## src/rtl/cpu_defs.sv

```systemverilog
`default_nettype none
// ============================================================================
// cpu_defs : shared widths, opcodes and fetch state encoding for the pcpu
// Rev 1.0
// ============================================================================
package cpu_defs;

  localparam int CPU_ADDR_W = 8;
  localparam int CPU_DATA_W = 16;

  localparam logic [4:0]  OP_NOP     = 5'b00000;
  localparam logic [4:0]  OP_HALT    = 5'b00001;
  localparam logic [15:0] NOP_WORD_C = 16'h0000;

  typedef enum logic [1:0] {
    ST_IDLE   = 2'd0,
    ST_RUN    = 2'd1,
    ST_HALTED = 2'd2
  } fetch_state_e;

endpackage
`default_nettype wire

```

## src/rtl/fetch_skid_buf.sv

```systemverilog
`default_nettype none
// ============================================================================
// fetch_skid_buf : 2-entry FIFO holding {instruction, pc} while decode stalls
// Rev 1.0
// ============================================================================
module fetch_skid_buf #(
  parameter int W = 24
) (
  input  logic         clock,
  input  logic         reset,
  input  logic         push,
  input  logic         pop,
  input  logic         flush,
  input  logic [W-1:0] push_data,
  output logic [W-1:0] head_data,
  output logic [1:0]   count
);

  logic [W-1:0] e0_q, e0_d, e1_q, e1_d;
  logic [1:0]   count_q, count_d;

  // Entry 0 is always the head; a pop shifts entry 1 forward.
  always_comb begin
    e0_d    = e0_q;
    e1_d    = e1_q;
    count_d = count_q;
    if (flush) begin
      count_d = 2'd0;
    end else begin
      case ({push, pop})
        2'b10: begin
          if (count_q == 2'd0) e0_d = push_data;
          else                 e1_d = push_data;
          count_d = count_q + 2'd1;
        end
        2'b01: begin
          e0_d    = e1_q;
          count_d = count_q - 2'd1;
        end
        2'b11: begin
          if (count_q == 2'd1) begin
            e0_d = push_data;
          end else begin
            e0_d = e1_q;
            e1_d = push_data;
          end
        end
        default: ;
      endcase
    end
  end

  always_ff @(posedge clock) begin
    if (reset) begin
      e0_q    <= '0;
      e1_q    <= '0;
      count_q <= 2'd0;
    end else begin
      e0_q    <= e0_d;
      e1_q    <= e1_d;
      count_q <= count_d;
    end
  end

  assign head_data = e0_q;
  assign count     = count_q;

endmodule
`default_nettype wire

```

## src/rtl/pcpu_fetch_stage.sv

```systemverilog
`default_nettype none
// ============================================================================
// pcpu_fetch_stage : instruction fetch with skid buffer, branch redirect, HALT
// Rev 1.0
// ============================================================================
module pcpu_fetch_stage
  import cpu_defs::*;
#(
  parameter int                ADDR_W   = CPU_ADDR_W,
  parameter int                DATA_W   = CPU_DATA_W,
  parameter logic [4:0]        HALT_OP  = OP_HALT,
  parameter logic [DATA_W-1:0] NOP_WORD = NOP_WORD_C
) (
  input  logic              clock,
  input  logic              reset,
  input  logic              enable,
  input  logic              start,
  input  logic              stall,
  input  logic              branch_taken,
  input  logic [ADDR_W-1:0] branch_target,
  output logic [ADDR_W-1:0] i_addr,
  output logic              i_re,
  input  logic [DATA_W-1:0] i_datain,
  output logic [DATA_W-1:0] id_ir,
  output logic [ADDR_W-1:0] id_pc,
  output logic              id_valid,
  output logic              halted
);

  localparam int BUF_W = DATA_W + ADDR_W;

  fetch_state_e      state_q, state_d;
  logic [ADDR_W-1:0] fetch_pc_q, fetch_pc_d;
  logic [ADDR_W-1:0] inflight_pc_q, inflight_pc_d;
  logic              inflight_q, inflight_d;
  logic [DATA_W-1:0] id_ir_q, id_ir_d;
  logic [ADDR_W-1:0] id_pc_q, id_pc_d;
  logic              id_valid_q, id_valid_d;
  logic              halted_q, halted_d;

  logic              buf_push, buf_pop, buf_flush;
  logic [1:0]        buf_count;
  logic [BUF_W-1:0]  buf_head, ret_word, load_word;
  logic              running, redirect, credit_ok, load_en;

  assign ret_word  = {i_datain, inflight_pc_q};
  assign running   = (state_q == ST_RUN);
  assign redirect  = enable && running && branch_taken;
  // A read is allowed only if its word is guaranteed a buffer slot on return.
  assign credit_ok = ({1'b0, buf_count} + {2'b00, inflight_q}) < 3'd2;
  assign i_re      = !reset && enable && running && !branch_taken && credit_ok;
  assign i_addr    = fetch_pc_q;

  fetch_skid_buf #(.W(BUF_W)) u_skid (
    .clock    (clock),
    .reset    (reset),
    .push     (buf_push),
    .pop      (buf_pop),
    .flush    (buf_flush),
    .push_data(ret_word),
    .head_data(buf_head),
    .count    (buf_count)
  );

  always_comb begin
    state_d       = state_q;
    fetch_pc_d    = fetch_pc_q;
    inflight_d    = i_re;
    inflight_pc_d = inflight_pc_q;
    id_ir_d       = id_ir_q;
    id_pc_d       = id_pc_q;
    id_valid_d    = id_valid_q;
    halted_d      = halted_q;
    buf_push      = 1'b0;
    buf_pop       = 1'b0;
    buf_flush     = 1'b0;
    load_en       = 1'b0;
    load_word     = ret_word;

    if (i_re) begin
      fetch_pc_d    = fetch_pc_q + ADDR_W'(1);
      inflight_pc_d = fetch_pc_q;
    end

    if (!enable) begin
      // Frozen, but memory data already on its way must not be lost.
      buf_push = inflight_q;
    end else if (redirect) begin
      buf_flush  = 1'b1;
      fetch_pc_d = branch_target;
      id_ir_d    = NOP_WORD;
      id_valid_d = 1'b0;
    end else begin
      if (start && !running) begin
        state_d    = ST_RUN;
        fetch_pc_d = '0;
        buf_flush  = 1'b1;
        halted_d   = 1'b0;
      end

      if (stall) begin
        buf_push = inflight_q;
      end else if (buf_count != 2'd0) begin
        load_en   = 1'b1;
        load_word = buf_head;
        buf_pop   = 1'b1;
        buf_push  = inflight_q;
      end else if (inflight_q) begin
        load_en = 1'b1;
      end

      if (!stall) begin
        if (load_en) begin
          id_ir_d    = load_word[BUF_W-1 -: DATA_W];
          id_pc_d    = load_word[ADDR_W-1:0];
          id_valid_d = 1'b1;
        end else begin
          id_ir_d    = NOP_WORD;
          id_valid_d = 1'b0;
        end
      end

      if (load_en && running && (load_word[BUF_W-1 -: 5] == HALT_OP)) begin
        state_d    = ST_HALTED;
        halted_d   = 1'b1;
        buf_flush  = 1'b1;
        inflight_d = 1'b0;
      end
    end
  end

  always_ff @(posedge clock) begin
    if (reset) begin
      state_q       <= ST_IDLE;
      fetch_pc_q    <= '0;
      inflight_q    <= 1'b0;
      inflight_pc_q <= '0;
      id_ir_q       <= NOP_WORD;
      id_pc_q       <= '0;
      id_valid_q    <= 1'b0;
      halted_q      <= 1'b0;
    end else begin
      state_q       <= state_d;
      fetch_pc_q    <= fetch_pc_d;
      inflight_q    <= inflight_d;
      inflight_pc_q <= inflight_pc_d;
      id_ir_q       <= id_ir_d;
      id_pc_q       <= id_pc_d;
      id_valid_q    <= id_valid_d;
      halted_q      <= halted_d;
    end
  end

  assign id_ir    = id_ir_q;
  assign id_pc    = id_pc_q;
  assign id_valid = id_valid_q;
  assign halted   = halted_q;

endmodule
`default_nettype wire

```

## config.mk

```make
export PLATFORM = sky130hd
export DESIGN_NAME = pcpu_fetch_stage
export DESIGN_NICKNAME = d
export VERILOG_FILES = /design/src/rtl/cpu_defs.sv /design/src/rtl/fetch_skid_buf.sv /design/src/rtl/pcpu_fetch_stage.sv
export SDC_FILE = /design/constraint.sdc
export NUM_CORES = 1
export LEC_CHECK = 0
export ABC_AREA = 1
export ABC_CLOCK_PERIOD_IN_PS = 3150
export BUFFER_PORTS_ARGS = -buffer_cell sky130_fd_sc_hd__buf_2
export CORE_UTILIZATION = 54
export DETAILED_ROUTE_END_ITERATION = 10
export PLACE_DENSITY = 0.75
export SLEW_MARGIN = 15
export SYNTH_ARGS = -nofsm -noshare
export SYNTH_HDL_FRONTEND = slang
export SYNTH_SLANG_ARGS = --single-unit
export TNS_END_PERCENT = 100
```

## constraint.sdc

```tcl
create_clock -name clock -period 3.15 [get_ports clock]
set_input_delay 0.63 -clock clock [delete_from_list [all_inputs] [get_ports clock]]
set_output_delay 0.63 -clock clock [all_outputs]
set_load 0.02 [all_outputs]
```

# == Word level (Yosys, flattened, before mapping) ==
# Cells that the tools add are included.
# classes
mux,45
n_bitwise,3
n_eq_ne,10
add_sub_neg,4
magnitude_cmp,1
reduce_logical,24
# op_table
cell,n
$mux 24,8
$pmux 24 s3,1
$mux 16,3
$pmux 24 s2,1
$mux 8,4
$mux 1,25
$logic_and 1x1->1,9
$add 8x1->8 const B,1
$reduce_and 4->1,2
$reduce_bool 2->1,4
$eq 2x1->1 const B,3
$reduce_and 3->1,2
$eq 5x1->1 const B,1
$eq 2x2->1 const B,2
$mux 2,2
$ne 2x1->1 const B,2
$ne 2x2->1 const B,2
$pmux 2 s2,1
$add 2x1->3,1
$logic_not 1->1,3
$lt 3x2->1 const B,1
$not 1->1,3
$reduce_bool 3->1,1
$add 2x1->2 const B,1
other kinds (4),4
# word_totals
reg_bits,95
out_inout_bits,35
input_bits,30

# == Depth between registers and ports, before layout ==
# depth
depth_word,12
mapped_depth,19
depth_no_buf,16

# == Cells and area by module ==
# Synthesis repeated with hierarchy kept, for this count alone.
# hier_totals
cells_unflattened,723
area_unflattened_um2,4992.3
# modules_own_cells
mod,cells_per_inst,area_each_um2,n_inst,seq_area_each_um2
fetch_skid_buf,373,2643.8,1,1001.0
pcpu_fetch_stage,350,2348.5,1,880.8

# == Least setup slack after synthesis ==
# OpenSTA, ideal clock, no wires.
# synth_timing
path_kind,register to register
from,register u_skid.count_q[0] (netlist: u_skid.count[0])
to,register u_skid.e1_q[10]
path_buffers,3
setup_slack_ns,0.429
synth_period_minus_slack_ns,2.721
stages_incl_launch_ff,17
t_arrival_ns,2.611
setup_ns,0.110
path_cell_list,dfxtp_1 > inv_1 > ha_1 > inv_2 > nand2_2 > nor2_1 > nand2_2 > inv_2 > buf_2 > ha_1 > buf_2 > o21ai_1 > a21oi_1 > clkbuf_1 > nand4_1 > nand2_1 > nor2_1
# synth_between
elab_chain_len,12
word_cells_on_any_way,33
classes_between,eq/ne: 6; mux: 20; bitwise: 1; reduce/logical: 6
# synth_lines
element,line,text
from (decl),fetch_skid_buf.sv:20,"logic [1:0] count_q, count_d;"
from (signal assigned),fetch_skid_buf.sv:61,count_q <= count_d;
$reduce_bool 2->1,pcpu_fetch_stage.sv:103,end else if (buf_count != 2'd0) begin
$mux 24 / $mux 1 (equally long branches),pcpu_fetch_stage.sv:103,
$mux 24 / $mux 1 (equally long branches),pcpu_fetch_stage.sv:101,if (stall) begin
$mux 24 / $mux 1 (equally long branches),pcpu_fetch_stage.sv:88,end else if (redirect) begin
$mux 24 / $mux 1 (equally long branches),pcpu_fetch_stage.sv:85,if (!enable) begin
$eq 5x1->1 / $logic_and 1x1->1 (equally long branches),pcpu_fetch_stage.sv:123,if (load_en && running && (load_word[BUF_W-1 -: 5] == HALT_OP)) begin
$logic_and 1x1->1,pcpu_fetch_stage.sv:123,
$mux 1,pcpu_fetch_stage.sv:123,
$mux 1,pcpu_fetch_stage.sv:88,
$mux 1,pcpu_fetch_stage.sv:85,
$not 1->1 (no source line),-,
$reduce_and 4->1 (no source line),-,
to (signal assigned),fetch_skid_buf.sv:56,e1_q <= '0;
to (signal assigned),fetch_skid_buf.sv:60,e1_q <= e1_d;
to (decl),fetch_skid_buf.sv:19,"logic [W-1:0] e0_q, e0_d, e1_q, e1_d;"
# Several ways; a longest one is shown, not always the timed one. The select of a mux whose other input is x is not followed.
# A chain may end at the register's enable or synchronous reset.

# == Worst setup path after layout ==
# layout_timing
from,register u_skid.count_q[0] (netlist: u_skid.count[0])
to,register u_skid.e0_q[18] (netlist: u_skid.head_data[18])
# layout_between
elab_chain_len,12
word_cells_on_any_way,34
classes_between,eq/ne: 6; mux: 21; bitwise: 1; reduce/logical: 6
# layout_lines
element,line,text
$reduce_bool 2->1,pcpu_fetch_stage.sv:103,
$mux 24 / $mux 1 (equally long branches),pcpu_fetch_stage.sv:103,
$mux 24 / $mux 1 (equally long branches),pcpu_fetch_stage.sv:101,
$mux 24 / $mux 1 (equally long branches),pcpu_fetch_stage.sv:88,
$mux 24 / $mux 1 (equally long branches),pcpu_fetch_stage.sv:85,
$eq 5x1->1 / $logic_and 1x1->1 (equally long branches),pcpu_fetch_stage.sv:123,
$logic_and 1x1->1,pcpu_fetch_stage.sv:123,
$mux 1,pcpu_fetch_stage.sv:123,
$mux 1,pcpu_fetch_stage.sv:88,
$mux 1,pcpu_fetch_stage.sv:85,
$not 1->1 (no source line),-,
$reduce_and 3->1 (no source line),-,
to (signal assigned),fetch_skid_buf.sv:55,e0_q <= '0;
to (signal assigned),fetch_skid_buf.sv:59,e0_q <= e0_d;
to (decl),fetch_skid_buf.sv:19,
# Several ways; a longest one is shown, not always the timed one. The select of a mux whose other input is x is not followed.

==> flow_summary.ini <==
[grt]
grt_start_max_net_pins = 65
grt-ovfl-total = 0
grtUsageTotal = 0.2640
grt_pass1_wl_um = 23600
grt_pass1_vias = 4925
antenna_found_initial = 0

[synth]
syn_area_per_cell_um2 = 5.849
synth.distinct_cells = 30
synth_nets = 1010
yosys_warnings = 0
synthCells = 974
seq_area_frac_synth = 0.3303
ys_ff_latch = 94
syn_area_mm2 = 0.005697

[finish]
finalNetCount = 1052
drive_above_1_share = 0.1195
utilization = 0.6114
nFillCells = 1037
synthToLayoutAreaGrowth_pct = 10.30
antennaDiodeCount = 0

[setup_path]
crit_slowest_cell = dfxtp_1
cp_num_buf_inv = 3
critPathLaunchType = flip-flop
critPathArrivalTime_ps = 2990
slowest_delay_ps = 400
endpoint_kind = flip-flop
worst_ep_required_time_ps = 3460
cp_top_family = simple AND/OR/NAND/NOR gates
crit_type = flip-flop to flip-flop
cp.depth = 12
crit_chain = inv_1, ha_1, inv_2, nand2_2, nor2_1, nand2_2, ha_1, o21ai_4, nand3_4, nand2_1, inv_2, nor2_1
crit_fanout = 24
worst-r2r-cell-count = 12

[sta]
min_period_ps = 2680
hold_viol_final = 0
grt_setup_unrepaired = false
fin_setup_tns_ps = 0
fin_crit_sh = 0.8508
tightestPinTransition_ps = 829.7
report.final.slew_viol_count = 0
fmax_mhz = 373.1
fin_skew_ps = 9.000
setup_viol = 0
slew_headroom = 0.4463

[clock_tree]
cts_setup_buffers = 0
cts.repair.resized = 0
clock-sinks = 94
path_clk_slew_ps = 90
clock_latency_ps = 380
tritoncts = yes
cts_root_buffer = clkbuf_8
numCtsBuffers = 9
cts_buffer_depth = 2
htree_levels = 3
hold_buffers = 0

[drt]
route.detailed.drc = 0
drt_iter0_drc = 294
antenna_left = 0
first_pass_iters = 5
totalWireLength_um = 13880
via_count = 5567
vias_per_cell = 4.812
drt-wirelength-per-cell_um = 11.99

[placement]
portBuffers = 64
hpwl_um = 9105
globalplace.congestion = 0.8084

[min_path]
hold_depth = 2
hp-class = flip-flop to flip-flop

[die]
fp.dieH_um = 104.7
io_pins = 65
die_area_mm2 = 0.01096
die_x_um = 104.7
core-area_mm2 = 0.01028
num_rows = 37
start_util = 0.5543

[power]
power.clock.fraction = 0.387
max-vdd-ir-drop_mv = 0.2666
pwr-share-seq = 0.522
switching_share = 0.2512
netSwitchingPower_w = 0.0005846
power_density_mw_per_mm2 = 370.3
power_frac_comb = 0.091
intPower_w = 0.001742
p_leak_nw = 3.151

[run]
maxCapViolCount = 0

[outcome]
status = complete, no violations
==> sequential cells by signal, summed over array words and instances (netlist names) <==
name              flops
u_skid.e1_q          24
u_skid.head_data     24
state_q               2
id_pc                 8
i_addr                8
id_ir                16
id_valid              1
u_skid.count          2
inflight_q            1
inflight_pc_q         8
==> stage by stage <==
| step | cell area (µm²) | hold slack (ps) | std cells | power (W) | setup slack, ps |
|---|---|---|---|---|---|
| after floorplan | 5697 | 459.4 | 974 | 0.001384 | 429.2 |
| after global placement | 6067 | 451.7 | 1141 | 0.001451 | 442.1 |
| after detailed placement | 6067 | 453.2 | 1141 | 0.001452 | 374.1 |
| after CTS | 6284 | 467.4 | 1157 | 0.002342 | 449.9 |
| after global routing | 6284 | 482.9 | 1157 | 0.002422 | 137.9 |
| final | 6284 | 466.0 | 1157 | 0.002327 | 469.9 |
==> worst reg2reg max path, stage by stage (launching register included) <==
cell and delay [ps]:
dfxtp_1 400, inv_1 60, ha_1 280, inv_2 90
nand2_2 50, nor2_1 110, nand2_2 230, ha_1 350
o21ai_4 390, nand3_4 350, nand2_1 180, inv_2 30
nor2_1 90
==> path summary, 6_finish.rpt <==
kind                                              startpoint                                 to  slack, ps
worst max-delay path            u_skid.count[0]$_SDFFE_PP0P_  u_skid.head_data[18]$_SDFFE_PP0P_        470
worst min-delay path                   id_ir[2]$_SDFFE_PP0P_              id_ir[2]$_SDFFE_PP0P_        470
worst max register to register  u_skid.count[0]$_SDFFE_PP0P_  u_skid.head_data[18]$_SDFFE_PP0P_        470
worst min register to register         id_ir[2]$_SDFFE_PP0P_              id_ir[2]$_SDFFE_PP0P_        470
==> synth_stat cells (all sizes together) <==
master  number  area [µm²]
a211oi       1       7.510
a21oi       35       175.2
a22oi        1       7.510
a31oi        8       50.05
buf         30       206.5
clkbuf      24       90.09
clkinv      20       75.07
dfxtp       94        1882
ha           6       75.07
inv        150       563.0
nand2      432        1632
nand3       13       102.6
nand4       51       325.3
nor2        70       272.8
nor3         1       5.000
o211ai       3       22.52
o21ai       30       161.4
xnor2        1       8.760
xor2         4       35.03
==> layout by cell type, fill, tap and decap left out <==
master | synthesis | routed
nand2_1 | 428 | 428
inv_1 | 139 | 137
dfxtp_1 | 94 | 94
nor2_1 | 68 | 67
buf_2 | 18 | 64
nand4_1 | 50 | 50
a21oi_1 | 35 | 34
o21ai_0 | 28 | 28
clkinv_1 | 20 | 22
buf_4 | 1 | 20
inv_2 | 11 | 11
nand3_1 | 10 | 10
clkbuf_8 | 0 | 10
a31oi_1 | 8 | 8
ha_1 | 6 | 6
nand2_2 | 4 | 4
xor2_1 | 4 | 4
o211ai_1 | 3 | 3
nand3_4 | 3 | 3
clkbuf_1 | 24 | 3
nor2_2 | 1 | 2
bufinv_16 | 0 | 2
nand4_2 | 1 | 1
nor2_4 | 1 | 1
o21ai_1 | 1 | 1
a21oi_2 | 0 | 1
nor3_1 | 1 | 1
o21ai_4 | 1 | 1
xnor2_1 | 1 | 1
a211oi_1 | 1 | 1
a22oi_1 | 1 | 1
clkinvlp_4 | 0 | 1
buf_12 | 0 | 1
==> power by group through the flow <==
stage               Sequential [W]  Combinational, W  Clock (W)
floorplan                  0.00125          0.000138          0
global placement           0.00124          0.000209          0
detailed placement         0.00124          0.000209          0
CTS                        0.00121          0.000210   0.000917
global route               0.00122          0.000238   0.000966
finish                     0.00122          0.000211   0.000901
==> metal layers <==
| metal | track usage | vias up | wire, µm | share of wire |
|---|---|---|---|---|
| met1 | 0.3488 | 2410 | 6613 | 0.48 |
| met3 | 0.02745 | 17 | 534 | 0.038 |
| met2 | 0.4442 | 125 | 6524 | 0.47 |
| li1 | - | 3015 | - | - |
| met4 | 0.09759 | 0 | 204 | 0.015 |
| met5 | 0 | - | 0 | 0 |
==> logic make-up (layout without fill, tap and decap cells) <==
family          Yosys count  in the layout  synth area share
compound gates           78             78           0.07446
buf+inv                 224            271            0.1641
xor+xnor                  5              5          0.007687
fa+ha+maj                 6              6           0.01318
flops                    94             94            0.3303
simple gates            567            567            0.4103
==> cell type report <==
type	instances	area [µm²]	area share
Sequential cell	94	1882	0.2995
Clock inverter	3	67.56	0.01075
Tap cell	136	170.2	0.02708
Multi-Input combinational cell	656	2887	0.4594
Inverter	170	638.1	0.1016
Timing Repair Buffer	85	490.5	0.07806
Clock buffer	13	148.9	0.02370
Power figures use the tool's default switching activity.
